### src/rtl/key_pkg.sv
// rtl/key_pkg.sv - shared constants, event encoding and helpers for the key tracker
package key_pkg;

  // Default number of key inputs on the tracker
  localparam int NUM_KEYS_DEF = 24;

  // Event type bit as stored in the event FIFO
  localparam logic EVT_ON  = 1'b1;
  localparam logic EVT_OFF = 1'b0;

  // Ceiling log2, usable in constant expressions
  function automatic int key_clog2(input int value);
    int result;
    result = 0;
    while ((1 << result) < value) begin
      result++;
    end
    return result;
  endfunction

endpackage

### src/rtl/evt_fifo.sv
// rtl/evt_fifo.sv - synchronous event FIFO with full/empty flags
module evt_fifo
  import key_pkg::*;
#(
  parameter int WIDTH = 6,
  parameter int DEPTH = 8
) (
  input  logic             clk,
  input  logic             rst_n,
  input  logic             wr_valid,
  input  logic [WIDTH-1:0] wr_data,
  input  logic             rd_ready,
  output logic [WIDTH-1:0] rd_data,
  output logic             full,
  output logic             empty
);

  localparam int             PTR_W   = key_clog2(DEPTH);
  localparam logic [PTR_W:0] PTR_ONE = (PTR_W + 1)'(1);

  logic [WIDTH-1:0] mem_q [DEPTH];
  logic [PTR_W:0]   wr_ptr_q;
  logic [PTR_W:0]   rd_ptr_q;
  logic             do_pop;
  logic             do_push;

  // Extra pointer bit distinguishes full from empty when the indices match
  assign empty   = (wr_ptr_q == rd_ptr_q);
  assign full    = (wr_ptr_q[PTR_W] != rd_ptr_q[PTR_W]) &&
                   (wr_ptr_q[PTR_W-1:0] == rd_ptr_q[PTR_W-1:0]);
  assign rd_data = mem_q[rd_ptr_q[PTR_W-1:0]];
  assign do_pop  = ~empty & rd_ready;
  // A full FIFO still accepts a write when the head leaves in the same cycle
  assign do_push = wr_valid & (~full | do_pop);

  // Advance read and write pointers
  always_ff @(posedge clk or negedge rst_n) begin
    if (!rst_n) begin
      wr_ptr_q <= '0;
      rd_ptr_q <= '0;
    end else begin
      if (do_push) begin
        wr_ptr_q <= wr_ptr_q + PTR_ONE;
      end
      if (do_pop) begin
        rd_ptr_q <= rd_ptr_q + PTR_ONE;
      end
    end
  end

  // Event storage, cleared so the head reads as zero out of reset
  always_ff @(posedge clk or negedge rst_n) begin
    if (!rst_n) begin
      for (int i = 0; i < DEPTH; i++) begin
        mem_q[i] <= '0;
      end
    end else if (do_push) begin
      mem_q[wr_ptr_q[PTR_W-1:0]] <= wr_data;
    end
  end

endmodule

### src/rtl/key_tracker.sv
// rtl/key_tracker.sv - key press tracker with voice allocation, stealing and event FIFO
module key_tracker
  import key_pkg::*;
#(
  parameter int  NUM_KEYS   = NUM_KEYS_DEF,
  parameter int  NUM_VOICES = 4,
  parameter int  EVT_DEPTH  = 8,
  localparam int KEY_W      = key_clog2(NUM_KEYS)
) (
  input  logic                        clk,
  input  logic                        rst_n,
  input  logic [NUM_KEYS-1:0]         keys,
  output logic                        evt_valid,
  input  logic                        evt_ready,
  output logic                        evt_on,
  output logic [KEY_W-1:0]            evt_key,
  output logic [KEY_W-1:0]            last_key,
  output logic                        last_press,
  output logic [NUM_VOICES-1:0]       voice_active,
  output logic [NUM_VOICES*KEY_W-1:0] voice_key,
  output logic [NUM_KEYS-1:0]         display
);

  localparam int               AGE_W   = (NUM_VOICES > 1) ? key_clog2(NUM_VOICES) : 1;
  localparam logic [AGE_W-1:0] AGE_MAX = AGE_W'(NUM_VOICES - 1);
  localparam logic [AGE_W-1:0] AGE_ONE = AGE_W'(1);

  // Input conditioning
  logic [NUM_KEYS-1:0] sync1_q;
  logic [NUM_KEYS-1:0] sync2_q;
  logic [NUM_KEYS-1:0] prev_q;
  logic [1:0]          warm_q;
  logic [NUM_KEYS-1:0] rise;
  logic [NUM_KEYS-1:0] fall;

  // Pending work
  logic [NUM_KEYS-1:0] press_q, press_d;
  logic [NUM_KEYS-1:0] rel_q, rel_d;
  logic [NUM_KEYS-1:0] clr_press;
  logic [NUM_KEYS-1:0] clr_rel;

  // Voice state
  logic [NUM_VOICES-1:0] vact_q, vact_d;
  logic [KEY_W-1:0]      vkey_q [NUM_VOICES];
  logic [KEY_W-1:0]      vkey_d [NUM_VOICES];
  logic [AGE_W-1:0]      age_q  [NUM_VOICES];
  logic [AGE_W-1:0]      age_d  [NUM_VOICES];
  logic [KEY_W-1:0]      last_key_q, last_key_d;
  logic                  last_press_q, last_press_d;
  logic [NUM_KEYS-1:0]   display_q, display_d;

  // Selection results
  logic rel_any;
  int   rel_idx;
  logic press_any;
  int   press_idx;
  logic free_any;
  int   free_idx;
  int   steal_idx;
  logic hold_hit;
  int   hold_idx;

  // FIFO interface
  logic             fifo_full;
  logic             fifo_empty;
  logic             fifo_pop;
  logic             can_push;
  logic             push;
  logic             push_on;
  logic [KEY_W-1:0] push_key;
  logic [KEY_W:0]   fifo_rd_data;

  // Synchronise raw keys and keep the previous synchronised level
  always_ff @(posedge clk or negedge rst_n) begin
    if (!rst_n) begin
      sync1_q <= '0;
      sync2_q <= '0;
      prev_q  <= '0;
      warm_q  <= '0;
    end else begin
      sync1_q <= keys;
      sync2_q <= sync1_q;
      prev_q  <= sync2_q;
      if (warm_q != 2'd3) begin
        warm_q <= warm_q + 2'd1;
      end
    end
  end

  // Edge detect, masked until prev holds a real synchronised value so held keys stay quiet
  always_comb begin
    rise = '0;
    fall = '0;
    if (warm_q == 2'd3) begin
      rise = sync2_q & ~prev_q;
      fall = ~sync2_q & prev_q;
    end
  end

  // Pick lowest pending release/press, lowest free voice, oldest voice and the released key's holder
  always_comb begin
    rel_any   = 1'b0;
    rel_idx   = 0;
    press_any = 1'b0;
    press_idx = 0;
    for (int i = NUM_KEYS - 1; i >= 0; i--) begin
      if (rel_q[i]) begin
        rel_any = 1'b1;
        rel_idx = i;
      end
      if (press_q[i]) begin
        press_any = 1'b1;
        press_idx = i;
      end
    end
    free_any = 1'b0;
    free_idx = 0;
    hold_hit = 1'b0;
    hold_idx = 0;
    for (int v = NUM_VOICES - 1; v >= 0; v--) begin
      if (!vact_q[v]) begin
        free_any = 1'b1;
        free_idx = v;
      end
      if (vact_q[v] && (vkey_q[v] == KEY_W'(rel_idx))) begin
        hold_hit = 1'b1;
        hold_idx = v;
      end
    end
    steal_idx = 0;
    for (int v = 1; v < NUM_VOICES; v++) begin
      if (age_q[v] > age_q[steal_idx]) begin
        steal_idx = v;
      end
    end
  end

  assign fifo_pop = ~fifo_empty & evt_ready;
  assign can_push = ~fifo_full | fifo_pop;

  // Service one pending item per cycle, releases first; hold everything while the FIFO is blocked
  always_comb begin
    vact_d     = vact_q;
    vkey_d     = vkey_q;
    age_d      = age_q;
    last_key_d = last_key_q;
    clr_rel    = '0;
    clr_press  = '0;
    push       = 1'b0;
    push_on    = EVT_OFF;
    push_key   = '0;
    if (can_push) begin
      if (rel_any) begin
        clr_rel[rel_idx] = 1'b1;
        if (hold_hit) begin
          vact_d[hold_idx] = 1'b0;
          push             = 1'b1;
          push_on          = EVT_OFF;
          push_key         = KEY_W'(rel_idx);
        end
      end else if (press_any) begin
        if (free_any) begin
          clr_press[press_idx] = 1'b1;
          for (int v = 0; v < NUM_VOICES; v++) begin
            if (vact_q[v] && (v != free_idx) && (age_q[v] != AGE_MAX)) begin
              age_d[v] = age_q[v] + AGE_ONE;
            end
          end
          vact_d[free_idx] = 1'b1;
          vkey_d[free_idx] = KEY_W'(press_idx);
          age_d[free_idx]  = '0;
          push             = 1'b1;
          push_on          = EVT_ON;
          push_key         = KEY_W'(press_idx);
          last_key_d       = KEY_W'(press_idx);
        end else begin
          // Steal: the press stays pending and allocates the freed voice next cycle
          vact_d[steal_idx] = 1'b0;
          push              = 1'b1;
          push_on           = EVT_OFF;
          push_key          = vkey_q[steal_idx];
        end
      end
    end
  end

  // Merge new edges into the pend vectors; a release cancels a still-pending press outright
  always_comb begin
    press_d = (press_q & ~clr_press) | rise;
    rel_d   = rel_q & ~clr_rel;
    for (int i = 0; i < NUM_KEYS; i++) begin
      if (fall[i]) begin
        if (press_q[i] && !clr_press[i]) begin
          press_d[i] = 1'b0;
          rel_d[i]   = 1'b0;
        end else begin
          rel_d[i] = 1'b1;
        end
      end
    end
  end

  // Display mask follows the next voice state; last_press tracks the synchronised level of last_key
  always_comb begin
    display_d    = '0;
    last_press_d = 1'b0;
    for (int k = 0; k < NUM_KEYS; k++) begin
      for (int v = 0; v < NUM_VOICES; v++) begin
        if (vact_d[v] && (vkey_d[v] == KEY_W'(k))) begin
          display_d[k] = 1'b1;
        end
      end
      if (last_key_q == KEY_W'(k)) begin
        last_press_d = sync2_q[k];
      end
    end
  end

  // Register pend vectors, voices and derived outputs
  always_ff @(posedge clk or negedge rst_n) begin
    if (!rst_n) begin
      press_q      <= '0;
      rel_q        <= '0;
      vact_q       <= '0;
      last_key_q   <= '0;
      last_press_q <= 1'b0;
      display_q    <= '0;
      for (int v = 0; v < NUM_VOICES; v++) begin
        vkey_q[v] <= '0;
        age_q[v]  <= '0;
      end
    end else begin
      press_q      <= press_d;
      rel_q        <= rel_d;
      vact_q       <= vact_d;
      last_key_q   <= last_key_d;
      last_press_q <= last_press_d;
      display_q    <= display_d;
      for (int v = 0; v < NUM_VOICES; v++) begin
        vkey_q[v] <= vkey_d[v];
        age_q[v]  <= age_d[v];
      end
    end
  end

  evt_fifo #(
    .WIDTH (KEY_W + 1),
    .DEPTH (EVT_DEPTH)
  ) u_evt_fifo (
    .clk      (clk),
    .rst_n    (rst_n),
    .wr_valid (push),
    .wr_data  ({push_on, push_key}),
    .rd_ready (evt_ready),
    .rd_data  (fifo_rd_data),
    .full     (fifo_full),
    .empty    (fifo_empty)
  );

  // Pack per-voice keys onto the flat output bus
  always_comb begin
    voice_key = '0;
    for (int v = 0; v < NUM_VOICES; v++) begin
      voice_key[v*KEY_W +: KEY_W] = vkey_q[v];
    end
  end

  assign evt_valid    = ~fifo_empty;
  assign evt_on       = fifo_rd_data[KEY_W];
  assign evt_key      = fifo_rd_data[KEY_W-1:0];
  assign last_key     = last_key_q;
  assign last_press   = last_press_q;
  assign voice_active = vact_q;
  assign display      = display_q;

endmodule

### config.mk
export PLATFORM = sky130hd
export DESIGN_NAME = key_tracker
export DESIGN_NICKNAME = d
export VERILOG_FILES = /design/src/rtl/key_pkg.sv /design/src/rtl/evt_fifo.sv /design/src/rtl/key_tracker.sv
export SDC_FILE = /design/constraint.sdc
export NUM_CORES = 1
export LEC_CHECK = 0
export ABC_AREA = 1
export BUFFER_PORTS_ARGS = -buffer_cell sky130_fd_sc_hd__buf_2
export CAP_MARGIN = 25
export CORE_MARGIN = 5
export CORE_UTILIZATION = 28
export DETAILED_ROUTE_END_ITERATION = 6
export GPL_TIMING_DRIVEN = 0
export MAX_ROUTING_LAYER = met4
export SYNTH_ARGS = -nofsm -noshare
export SYNTH_HDL_FRONTEND = slang
export SYNTH_SLANG_ARGS = --single-unit
export TNS_END_PERCENT = 50
### constraint.sdc
create_clock -name clk -period 7.01 [get_ports clk]
set_clock_uncertainty 0.1 [all_clocks]
set_input_delay 0.3505 -clock clk [delete_from_list [all_inputs] [get_ports clk]]
set_output_delay 0.3505 -clock clk [all_outputs]
set_load 0.01 [all_outputs]
==> flow_metrics.env, run 1 <==
export IMPL_drtPass1Iterations=5
export IMPL_grt_max_degree=111
export IMPL_via_count=11714
export IMPL_gp_congestion=0.939
export IMPL_period_share_pct=78.7
export IMPL_nets=1861
export IMPL_die_h_microns=222
export IMPL_clock_latency_ns=0.58
export IMPL_arrival_ns=5.92
export IMPL_synthCells=1672
export IMPL_syn_nets=1713
export IMPL_ir_drop_uv=227
export IMPL_synth_flop_cell="dfrtp_1"
export IMPL_synth_edf_count=0
export IMPL_synth_async_reset_ratio_pct=100
export IMPL_antenna_found_initial=0
export IMPL_min_path_type="in2async"
export IMPL_cp_common_cell="o21ai_0"
export IMPL_slowest_stage="a21oi_1"
export IMPL_worst_pin_slew_ns=1.01
export IMPL_worst_setup_path_end_kind="flip-flop"
export IMPL_cp_start_kind="flip-flop"
export IMPL_outcome="completed"
export IMPL_setup_tns_ns=0
export IMPL_ff_latch_area_sq_um=6010
export IMPL_die_area_sq_um=49400
export IMPL_htreeDepth=1
export IMPL_drv_cap=0
export IMPL_multiInputGateArea_sq_um=5640
export IMPL_drt_vias_per_instance=4.81
export IMPL_synth_distinct_cells=48
export IMPL_cpPeakStageDelay_ns=0.83
export IMPL_ys_seq_area_share_pct=47.6
export IMPL_drtIter0Drc=1250
export IMPL_critPathRequiredTime_ns=7.41
export IMPL_setup_violations=0
export IMPL_wl_microns=39900
export IMPL_holdWs_ns=0.220
export IMPL_place_inst=2353
export IMPL_yosysWarnings=0
export IMPL_nFillCells=4657
export IMPL_syn2layout_area_growth_pct=19.8
export IMPL_postRouteAntennaNets=0
export IMPL_io_pins=88
export IMPL_power_leakage_nw=7.55
export IMPL_grtUsageTotal_pct=16.2
export IMPL_period_needed_ns=5.52
export IMPL_drv_slew=0
export IMPL_clk_pin_slew_ns=0.06
export IMPL_core_area_sq_um=44400
export IMPL_drc=0
export IMPL_cp_max_fo=10
export IMPL_crit_path_cell_trace="inv_1, ha_1, o22ai_1, o21ai_0, ha_1, o21ai_0, nand2_1, o211ai_1, o21ai_0, ha_1, inv_1, nor2_1, a2bb2oi_1, inv_1, o21ai_0, clkbuf_1, a221oi_1, o21ai_0, o211ai_1, a21oi_1, nand2_1, nand2_1"
export IMPL_cts_sinks=240
export IMPL_grt_pass1_wl_microns=63700
export IMPL_rows=77
export IMPL_cts_made_buffers=29
export IMPL_slew_headroom_pct=32.6
export IMPL_grt_setup_unrepaired="false"
export IMPL_ys_ff_latch=240
export IMPL_drive_above_1_share_pct=11.2
export IMPL_cts_buffer_depth=3
export IMPL_fin_cells=2435
export IMPL_floorplan_die_width_microns=222
export IMPL_cts_root_buffer="clkbuf_16"
export IMPL_worstSetupPathType="reg2reg"
export IMPL_diodes=0
export IMPL_synth_avg_cell_area_sq_um=7.54
export IMPL_grt_pass1_vias=11616
export IMPL_grt_overflow=0
export IMPL_final_hold_viol_count=0
export IMPL_p_per_area_nw_per_um2=293
export IMPL_fmax_mhz=181
export IMPL_cts_resized=0
export IMPL_dp_hpwl_microns=30000
export IMPL_port_buffers=87
export IMPL_cts_tree="yes"
export IMPL_synth_area_sq_um=12600
export IMPL_wl_per_cell_microns=16.4
export IMPL_start_util_pct=28.4
cells by family after synthesis:
logic type	after synthesis	share of synthesized area (%)
buffers and inverters	251	7.67
xor gates and xnor gates	16	1.11
AOI/OAI and AO/OA	238	11.4
adders and majority gates	14	1.39
and+or+nand+nor	913	30.8
DFF	240	47.6
flip-flops by register name, summed over array words and instances, names as in the netlist:
| signal | count |
|---|---|
| prev_q | 24 |
| sync2_q | 24 |
| warm_q | 2 |
| display | 24 |
| press_q | 24 |
| voice_key | 20 |
| u_evt_fifo.mem_q | 48 |
| age_q | 8 |
| voice_active | 4 |
| u_evt_fifo.rd_ptr_q | 4 |
| rel_q | 24 |
| last_press | 1 |
| u_evt_fifo.wr_ptr_q | 4 |
| last_key | 5 |
| sync1_q | 24 |
worst paths after layout:
path | from | to | slack, ns | depth (start not counted)
hold / removal | rst_n | display[16]$_DFF_PN0_ | 0.22 | 2
setup / recovery | age_q[5]$_DFFE_PN0P_ | u_evt_fifo.mem_q[30]$_DFFE_PN0P_ | 1.49 | 22
min in group clk | sync1_q[13]$_DFF_PN0_ | sync2_q[13]$_DFF_PN0_ | 0.25 | 0
max in group asynchronous | rst_n | sync1_q[15]$_DFF_PN0_ | 5.62 | 3
hold reg to reg | sync1_q[13]$_DFF_PN0_ | sync2_q[13]$_DFF_PN0_ | 0.25 | 0
setup reg to reg | age_q[5]$_DFFE_PN0P_ | u_evt_fifo.mem_q[30]$_DFFE_PN0P_ | 1.49 | 22
placed cells by master (no fill, tap or decap), types with 4 or more instances in the layout:
master / n
xnor2_1: 4
nor2_2: 5
o31ai_1: 19
xor2_1: 12
inv_2: 11
a21oi_1: 28
o21ai_1: 11
dfrtp_1: 240
inv_1: 200
buf_2: 98
clkinv_2: 5
nand3_2: 4
a31oi_1: 7
o221ai_1: 4
o21ai_0: 105
ha_1: 14
nor3_1: 29
nand2_1: 434
clkbuf_8: 9
o21ai_2: 7
o21bai_1: 5
a21boi_1: 9
clkbuf_16: 29
clkbuf_1: 28
dlygate4sd3_1: 26
nor4_1: 8
o211ai_1: 15
nand2_4: 7
nand3_1: 159
nor2_1: 229
nand2_2: 9
nand4_1: 21
o22ai_1: 11
cell usage after synthesis, types with 3 or more instances:
cell type  count  area share (%)
a211oi_1       3            0.18
a21boi_0       3            0.18
a21boi_1       9            0.54
a21oi_1       28             1.1
a22oi_1        3            0.18
a31oi_1        7            0.35
buf_2         12            0.48
clkbuf_1      24            0.71
dfrtp_1      240              48
ha_1          14             1.4
inv_1        200             6.0
inv_2         11            0.33
nand2_1      434              13
nand2_2        9            0.45
nand2_4        7            0.63
nand3_1      159             6.3
nand3_2        4            0.32
nand4_1       21             1.0
nor2_1       229             6.8
nor2_2         5            0.25
nor3_1        29             1.2
nor4_1         8            0.40
o211ai_1      15            0.89
o21ai_0      105             4.2
o21ai_1       11            0.44
o21ai_2        7            0.49
o21bai_1       5            0.30
o221ai_1       4            0.28
o22ai_1       11            0.55
o31ai_1       19             1.1
or2_2          3            0.15
xnor2_1        4            0.28
xor2_1        12            0.83
timing repair:
action,CTS,global route
hold buffers,26,0
endpoints found under the hold margin,84,0
buffers inserted,0,0
critical path, delay by kind of cell (launching register included):
kind | cells | cell delay (ns)
adder cells (fa/ha/maj) | 3 | 0.85
AO/OA/AOI/OAI | 11 | 2.96
flip-flops | 1 | 0.42
AND/OR/NAND/NOR | 4 | 0.46
buffers and inverters | 4 | 0.66
stage by stage:
stage               util (%)  power, mW  worst slack [ns]  area (sq um)
floorplan                  -       2.47              2.90         12600
global placement        31.0       2.88              1.16         13800
detailed placement      31.2       2.90              1.44         13900
CTS                     34.0       4.47              1.42         15100
global route            34.0       4.69             0.857         15100
finish                  34.0       4.42              1.49         15100
metal layers:
layer  global-route usage, %  part of all wire [%]
met1                    21.9                    45
met2                    26.1                    47
met3                    1.97                   5.4
met4                    4.39                   2.7
met5                       -                     0
power by group:
part,internal (mW),switching (mW),total [mW]
sequential,1.52,0.113,1.64
clock,0.898,0.622,1.52
combinational,0.386,0.879,1.27
total,2.81,1.61,4.42
cell type report:
type                    instances  area share, %
plain buffers                  38           1.09
clock buffers                  42           5.72
clock inverters                12          0.787
inverters                     213           5.31
multi-input cells            1181           37.3
flip-flops and latches        240           39.7
well taps                     592           4.90
repair buffers                117           5.13
No activity file was read; power rests on OpenSTA's default activity.
==> inputs of run 2 (changes only) <==
Clock period 7.01 ns to 5.7 ns, I/O delays scaled along.
==> run 2 against run 1 <==
Net effect: wire length increased by 0.14%; clock power increased by 23%; flip-flop and latch count unchanged; critical path depth increased by 1; first-iteration DRC count decreased by 5.1%; cell count unchanged; worst hold slack got worse by 0.063 ns; count of clock-buffer cells in the layout unchanged; critical path type unchanged.
==> flow_metrics.env, run 2 (synthesis results as in run 1) <==
export IMPL_outcome="completed"
export IMPL_drv_slew=0
export IMPL_start_util_pct=28.4
export IMPL_wl_per_cell_microns=16.4
export IMPL_drc=0
export IMPL_stdcell_area_sq_um=15100
export IMPL_rows=77
export IMPL_grt_pass1_wl_microns=63700
export IMPL_dp_hpwl_microns=30000
export IMPL_placed_area_sq_um=13900
export IMPL_drtPass1Iterations=5
export IMPL_cts_sinks=240
export IMPL_drv_cap=0
export IMPL_grt_overflow=0
export IMPL_utilization_pct=34.0
export IMPL_setup_violations=0
export IMPL_holdWs_ns=0.157
export IMPL_die_area_sq_um=49400
export IMPL_mostFrequentLayoutCells="nand2_1, dfrtp_1, nor2_1"
export IMPL_antenna_found_initial=0
export IMPL_power_leakage_nw=7.55
export IMPL_slew_headroom_pct=45.9
export IMPL_port_buffers=87
export IMPL_cp_start_kind="flip-flop"
export IMPL_clk_pin_slew_ns=0.06
export IMPL_period_needed_ns=5.15
export IMPL_dpl_worst_slack_ns=0.127
export IMPL_period_share_pct=90.4
export IMPL_clock_latency_ns=0.57
export IMPL_ff_latch_area_sq_um=6010
export IMPL_final_common_cell="nand2_1"
export IMPL_arrival_ns=5.55
export IMPL_grt_max_degree=111
export IMPL_cp_max_fo=10
export IMPL_diodes=0
export IMPL_floorplan_die_width_microns=222
export IMPL_fin_cells=2435
export IMPL_min_path_type="in2async"
export IMPL_largest_register_ffs=48
export IMPL_cts_made_buffers=29
export IMPL_grt_setup_unrepaired="false"
export IMPL_drtIter0Drc=1186
export IMPL_setup_slack_ns=0.549
export IMPL_worstSetupPathType="reg2reg"
export IMPL_cts_buffer_depth=3
export IMPL_core_area_sq_um=44400
export IMPL_nFillCells=4655
export IMPL_htreeDepth=1
export IMPL_syn2layout_area_growth_pct=19.9
export IMPL_postRouteAntennaNets=0
export IMPL_die_h_microns=222
export IMPL_cts_root_buffer="clkbuf_16"
export IMPL_worst_setup_path_end_kind="flip-flop"
export IMPL_grtUsageTotal_pct=16.2
export IMPL_via_count=11787
export IMPL_fmax_mhz=194
export IMPL_final_hold_viol_count=0
export IMPL_multiInputGateArea_sq_um=5650
export IMPL_critPathRequiredTime_ns=6.10
export IMPL_p_per_area_nw_per_um2=360
export IMPL_drt_vias_per_instance=4.84
export IMPL_cts_tree="yes"
export IMPL_regMostFlops="u_evt_fifo.mem_q"
export IMPL_io_pins=88
export IMPL_place_inst=2353
export IMPL_ir_drop_uv=278
export IMPL_wl_microns=39900
export IMPL_nets=1861
export IMPL_gp_congestion=0.939
export IMPL_worst_pin_slew_ns=0.805
export IMPL_drive_above_1_share_pct=11.3
export IMPL_grt_pass1_vias=11616
run 2: cell count changes in the layout (fill, tap and decap cells not counted):
cell,change
a21oi_1,-1
a21oi_2,+1
o22ai_1,-1
o22ai_2,+1
run 2: metal layers:
| metal | part of all wire, % | track usage [%] | vias up |
|---|---|---|---|
| li1 | - | - | 5744 |
| met1 | 45 | 21.9 | 5629 |
| met2 | 47 | 26.1 | 351 |
| met3 | 5.6 | 1.97 | 63 |
| met4 | 2.7 | 4.39 | 0 |
| met5 | 0 | - | - |
run 2: worst max-delay path, stage by stage (launching register included):
cell       delay [ns]
dfrtp_1          0.42
inv_1            0.08
ha_1             0.32
o22ai_2          0.42
o21ai_0          0.19
ha_1             0.21
o21ai_0          0.16
nand2_1          0.17
o211ai_1         0.15
o21ai_0          0.13
ha_1             0.31
inv_1            0.04
nor2_1           0.09
a2bb2oi_1        0.18
inv_1            0.15
o21ai_0          0.17
clkbuf_1         0.38
a22oi_1          0.16
o221ai_1         0.21
nand2_1          0.07
a21oi_1          0.56
buf_4            0.27
nand2_1          0.06
nand2_1          0.08
run 2: layout make-up:
| type | instances | area share, % |
|---|---|---|
| buffer | 38 | 1.09 |
| inverter | 213 | 5.30 |
| clock buffer | 42 | 5.72 |
| multi-input combinational | 1181 | 37.4 |
| tap | 592 | 4.90 |
| sequential | 240 | 39.7 |
| clock inverter | 12 | 0.786 |
| timing repair buffer | 117 | 5.13 |
run 2: power breakdown:
part           total, mW  internal [mW]  switching, mW
registers           2.01           1.88          0.139
logic               1.56          0.476           1.08
clock network       1.87           1.10          0.765
total               5.44           3.46           1.98
run 2: worst paths after layout:
path	start	to	slack, ns	depth (start not counted)
max	age_q[5]$_DFFE_PN0P_	u_evt_fifo.mem_q[25]$_DFFE_PN0P_	0.55	23
min	rst_n	display[16]$_DFF_PN0_	0.16	2
max reg2reg	age_q[5]$_DFFE_PN0P_	u_evt_fifo.mem_q[25]$_DFFE_PN0P_	0.55	23
min reg2reg	sync1_q[13]$_DFF_PN0_	sync2_q[13]$_DFF_PN0_	0.25	0
max in group asynchronous	rst_n	sync1_q[15]$_DFF_PN0_	4.39	3
min in group clk	keys[12]	sync1_q[12]$_DFF_PN0_	0.24	2
run 2: timing repair:
item                       in CTS  in global routing
hold endpoints to repair       86                  0
gates resized for setup         0                  2
hold buffers                   26                  0
buffers inserted                0                  0
setup endpoints to repair       0                 24
run 2: through the flow:
step / power, mW / setup TNS (ns)
6_report: 5.44 / 0
5_1_grt: 5.77 / 0
4_1_cts: 5.49 / 0
3_5_place_dp: 3.57 / 0
3_3_place_gp: 3.54 / -10.90
2_1_floorplan: 3.04 / 0
==> inputs of run 3 (changes only) <==
Settings changed: ABC_AREA 1 to not set, CELL_PAD_IN_SITES_DETAIL_PLACEMENT set to 0, CELL_PAD_IN_SITES_GLOBAL_PLACEMENT set to 1, PLACE_DENSITY_LB_ADDON set to 0.1.
==> run 3 against run 2 <==
Net effect: cell count is 19% lower; sequential power barely moved; synthesized area is 2.1% lower.
==> flow_metrics.env, run 3 <==
export IMPL_die_area_sq_um=48400
export IMPL_dp_hpwl_microns=33300
export IMPL_syn_nets=1252
export IMPL_crit_path_cell_trace="inv_1, ha_1, o22ai_1, buf_2, nand2_1, o21ai_0, ha_1, nor2b_1, o21ai_2, clkbuf_2, o211ai_1, o21ai_0, ha_1, nor2b_1, o21ai_4, nand4_1, and3_1, a21o_1, o31ai_4, nor4b_1, a32o_1, a211o_1"
export IMPL_critPathRequiredTime_ns=6.05
export IMPL_cts_root_buffer="clkbuf_16"
export IMPL_slowest_stage="o31ai_4"
export IMPL_synthTopCellsByArea="dfrtp_1, mux2_2, nand2_1, o21ai_0, nor2_1"
export IMPL_synthCells=1211
export IMPL_synth_flop_cell="dfrtp_1"
export IMPL_die_h_microns=220
export IMPL_min_path_type="in2reg"
export IMPL_startpoint="age_q[5]$_DFFE_PN0P_"
export IMPL_grt_overflow=0
export IMPL_nets=1399
export IMPL_period_needed_ns=5.32
export IMPL_final_hold_viol_count=0
export IMPL_rows=77
export IMPL_clock_latency_ns=0.57
export IMPL_yosysMostFrequentCell="dfrtp_1"
export IMPL_stdcell_area_sq_um=14800
export IMPL_io_pins=88
export IMPL_placed_area_sq_um=13600
export IMPL_gp_congestion=0.887
export IMPL_dpl_worst_slack_ns=-1.31
export IMPL_ys_ff_latch=240
export IMPL_utilization_pct=33.8
export IMPL_regMostFlops="u_evt_fifo.mem_q"
export IMPL_synth_area_sq_um=12300
export IMPL_core_area_sq_um=43900
export IMPL_mostFrequentLayoutCells="dfrtp_1, nand2_1, nor2_1"
export IMPL_ys_seq_area_share_pct=48.6
export IMPL_cp_max_fo=10
export IMPL_nFillCells=4540
export IMPL_r2r_start="age_q[5]$_DFFE_PN0P_"
export IMPL_setup_tns_ns=0
export IMPL_cts_tree="yes"
export IMPL_synth_avg_cell_area_sq_um=10.2
export IMPL_cts_sinks=240
export IMPL_grt_setup_unrepaired="false"
export IMPL_grtUsageTotal_pct=19.3
export IMPL_port_buffers=87
export IMPL_hp_start="evt_ready"
export IMPL_worst_path_buf_inv=3
export IMPL_worst_setup_path_end_kind="flip-flop"
export IMPL_place_inst=1894
export IMPL_arrival_ns=5.67
export IMPL_cpPeakStageDelay_ns=0.47
export IMPL_clk_pin_slew_ns=0.06
export IMPL_yosys_area_top_type_share_pct=48.6
export IMPL_syn2layout_area_growth_pct=20.1
export IMPL_final_common_cell="dfrtp_1"
export IMPL_wl_microns=45700
export IMPL_wl_per_cell_microns=23.2
export IMPL_antenna_found_initial=0
export IMPL_cp_common_cell="ha_1"
export IMPL_holdWs_ns=0.0602
export IMPL_synth_top_cells_by_count="dfrtp_1, nand2_1, nor2_1, o21ai_0, mux2_2"
export IMPL_cts_made_buffers=29
export IMPL_drv_slew=0
export IMPL_drv_cap=0
export IMPL_worst_pin_slew_ns=1.06
export IMPL_drc=0
export IMPL_yosysWarnings=0
export IMPL_grt_pass1_wl_microns=68800
export IMPL_setup_violations=0
export IMPL_via_count=10487
export IMPL_drt_vias_per_instance=5.32
export IMPL_post_cts_buffers=0
export IMPL_start_util_pct=28.1
export IMPL_multiInputGateArea_sq_um=6030
export IMPL_slew_headroom_pct=28.8
export IMPL_floorplan_die_width_microns=220
export IMPL_grt_max_degree=96
export IMPL_ir_drop_uv=199
export IMPL_synth_area_leader_cell="dfrtp_1"
export IMPL_worstSetupPathType="reg2reg"
export IMPL_drive_above_1_share_pct=17.9
export IMPL_ff_latch_area_sq_um=6010
export IMPL_synth_async_reset_ratio_pct=100
export IMPL_p_per_area_nw_per_um2=343
export IMPL_power_leakage_nw=6.46
export IMPL_fmax_mhz=188
export IMPL_cp_top_family="compound AO/OA/AOI/OAI gates"
export IMPL_htreeDepth=1
export IMPL_period_share_pct=93.4
export IMPL_setup_slack_ns=0.376
export IMPL_largest_register_ffs=48
export IMPL_drtPass1Iterations=5
export IMPL_cts_buffer_depth=3
export IMPL_postRouteAntennaNets=0
export IMPL_drtIter0Drc=818
export IMPL_grt_pass1_vias=10443
export IMPL_synth_distinct_cells=82
export IMPL_cp_start_kind="flip-flop"
export IMPL_outcome="completed"
export IMPL_fin_cells=1971
export IMPL_p_total_mw=5.09
export IMPL_synth_edf_count=0
[run 3: layout make-up]
class                      instances  area share (%)
inverter                          42            1.06
multi-input combinational        882            40.6
buffer                            47            1.28
clock inverter                     7           0.633
timing repair buffer             116            5.17
clock buffer                      44            5.74
antenna                            1          0.0169
tap                              592            4.99
sequential                       240            40.5
[run 3: worst reg2reg max path, cell delays in order (launching register included)]
cell      delay, ns
dfrtp_1        0.41
inv_1          0.08
ha_1           0.30
o22ai_1        0.24
buf_2          0.32
nand2_1        0.08
o21ai_0        0.12
ha_1           0.20
nor2b_1        0.05
o21ai_2        0.22
clkbuf_2       0.30
o211ai_1       0.13
o21ai_0        0.10
ha_1           0.27
nor2b_1        0.16
o21ai_4        0.35
nand4_1        0.17
and3_1         0.23
a21o_1         0.19
o31ai_4        0.47
nor4b_1        0.21
a32o_1         0.28
a211o_1        0.23
[run 3: power breakdown]
part	internal [mW]	total, mW	switching [mW]
Clock	1.11	1.87	0.757
Combinational	0.418	1.21	0.794
Sequential	1.85	2.01	0.160
[run 3: cells by family (layout without fill, tap and decap cells)]
family | after synthesis | count (layout) | share of synthesized area [%]
simple gates | 392 | 392 | 15.5
mux | 92 | 92 | 9.51
other cells | 0 | 1 | 0
flops | 240 | 240 | 48.6
buf+inv | 89 | 256 | 2.80
fa+ha+maj | 14 | 14 | 1.42
xor+xnor | 17 | 17 | 1.27
compound gates | 367 | 367 | 20.9
[run 3: worst paths after layout]
path,end,slack [ns],cells after the start
worst max-delay path,display[10]$_DFF_PN0_,0.38,22
worst min-delay path,u_evt_fifo.rd_ptr_q[0]$_DFFE_PN0P_,0.06,3
worst max register to register,display[10]$_DFF_PN0_,0.38,22
worst min register to register,sync2_q[20]$_DFF_PN0_,0.25,0
max in group asynchronous,u_evt_fifo.wr_ptr_q[3]$_DFFE_PN0P_,4.49,3
min in group asynchronous,sync2_q[10]$_DFF_PN0_,0.14,2
[run 3: timing repair]
| item | CTS | global route |
|---|---|---|
| gates resized for setup | 7 | 2 |
| hold endpoints to repair | 77 | 0 |
| hold buffers | 25 | 0 |
| endpoints found under the setup margin | 66 | 19 |
[run 3: routing by layer]
layer	part of all wire [%]	vias up	GRT usage, %	wire, microns
met4	2.4	0	4.87	1120
met2	45	283	29.5	20600
met1	48	5299	27.3	22000
met3	4.4	72	2.47	2000
li1	-	4833	-	-
met5	0	-	-	0
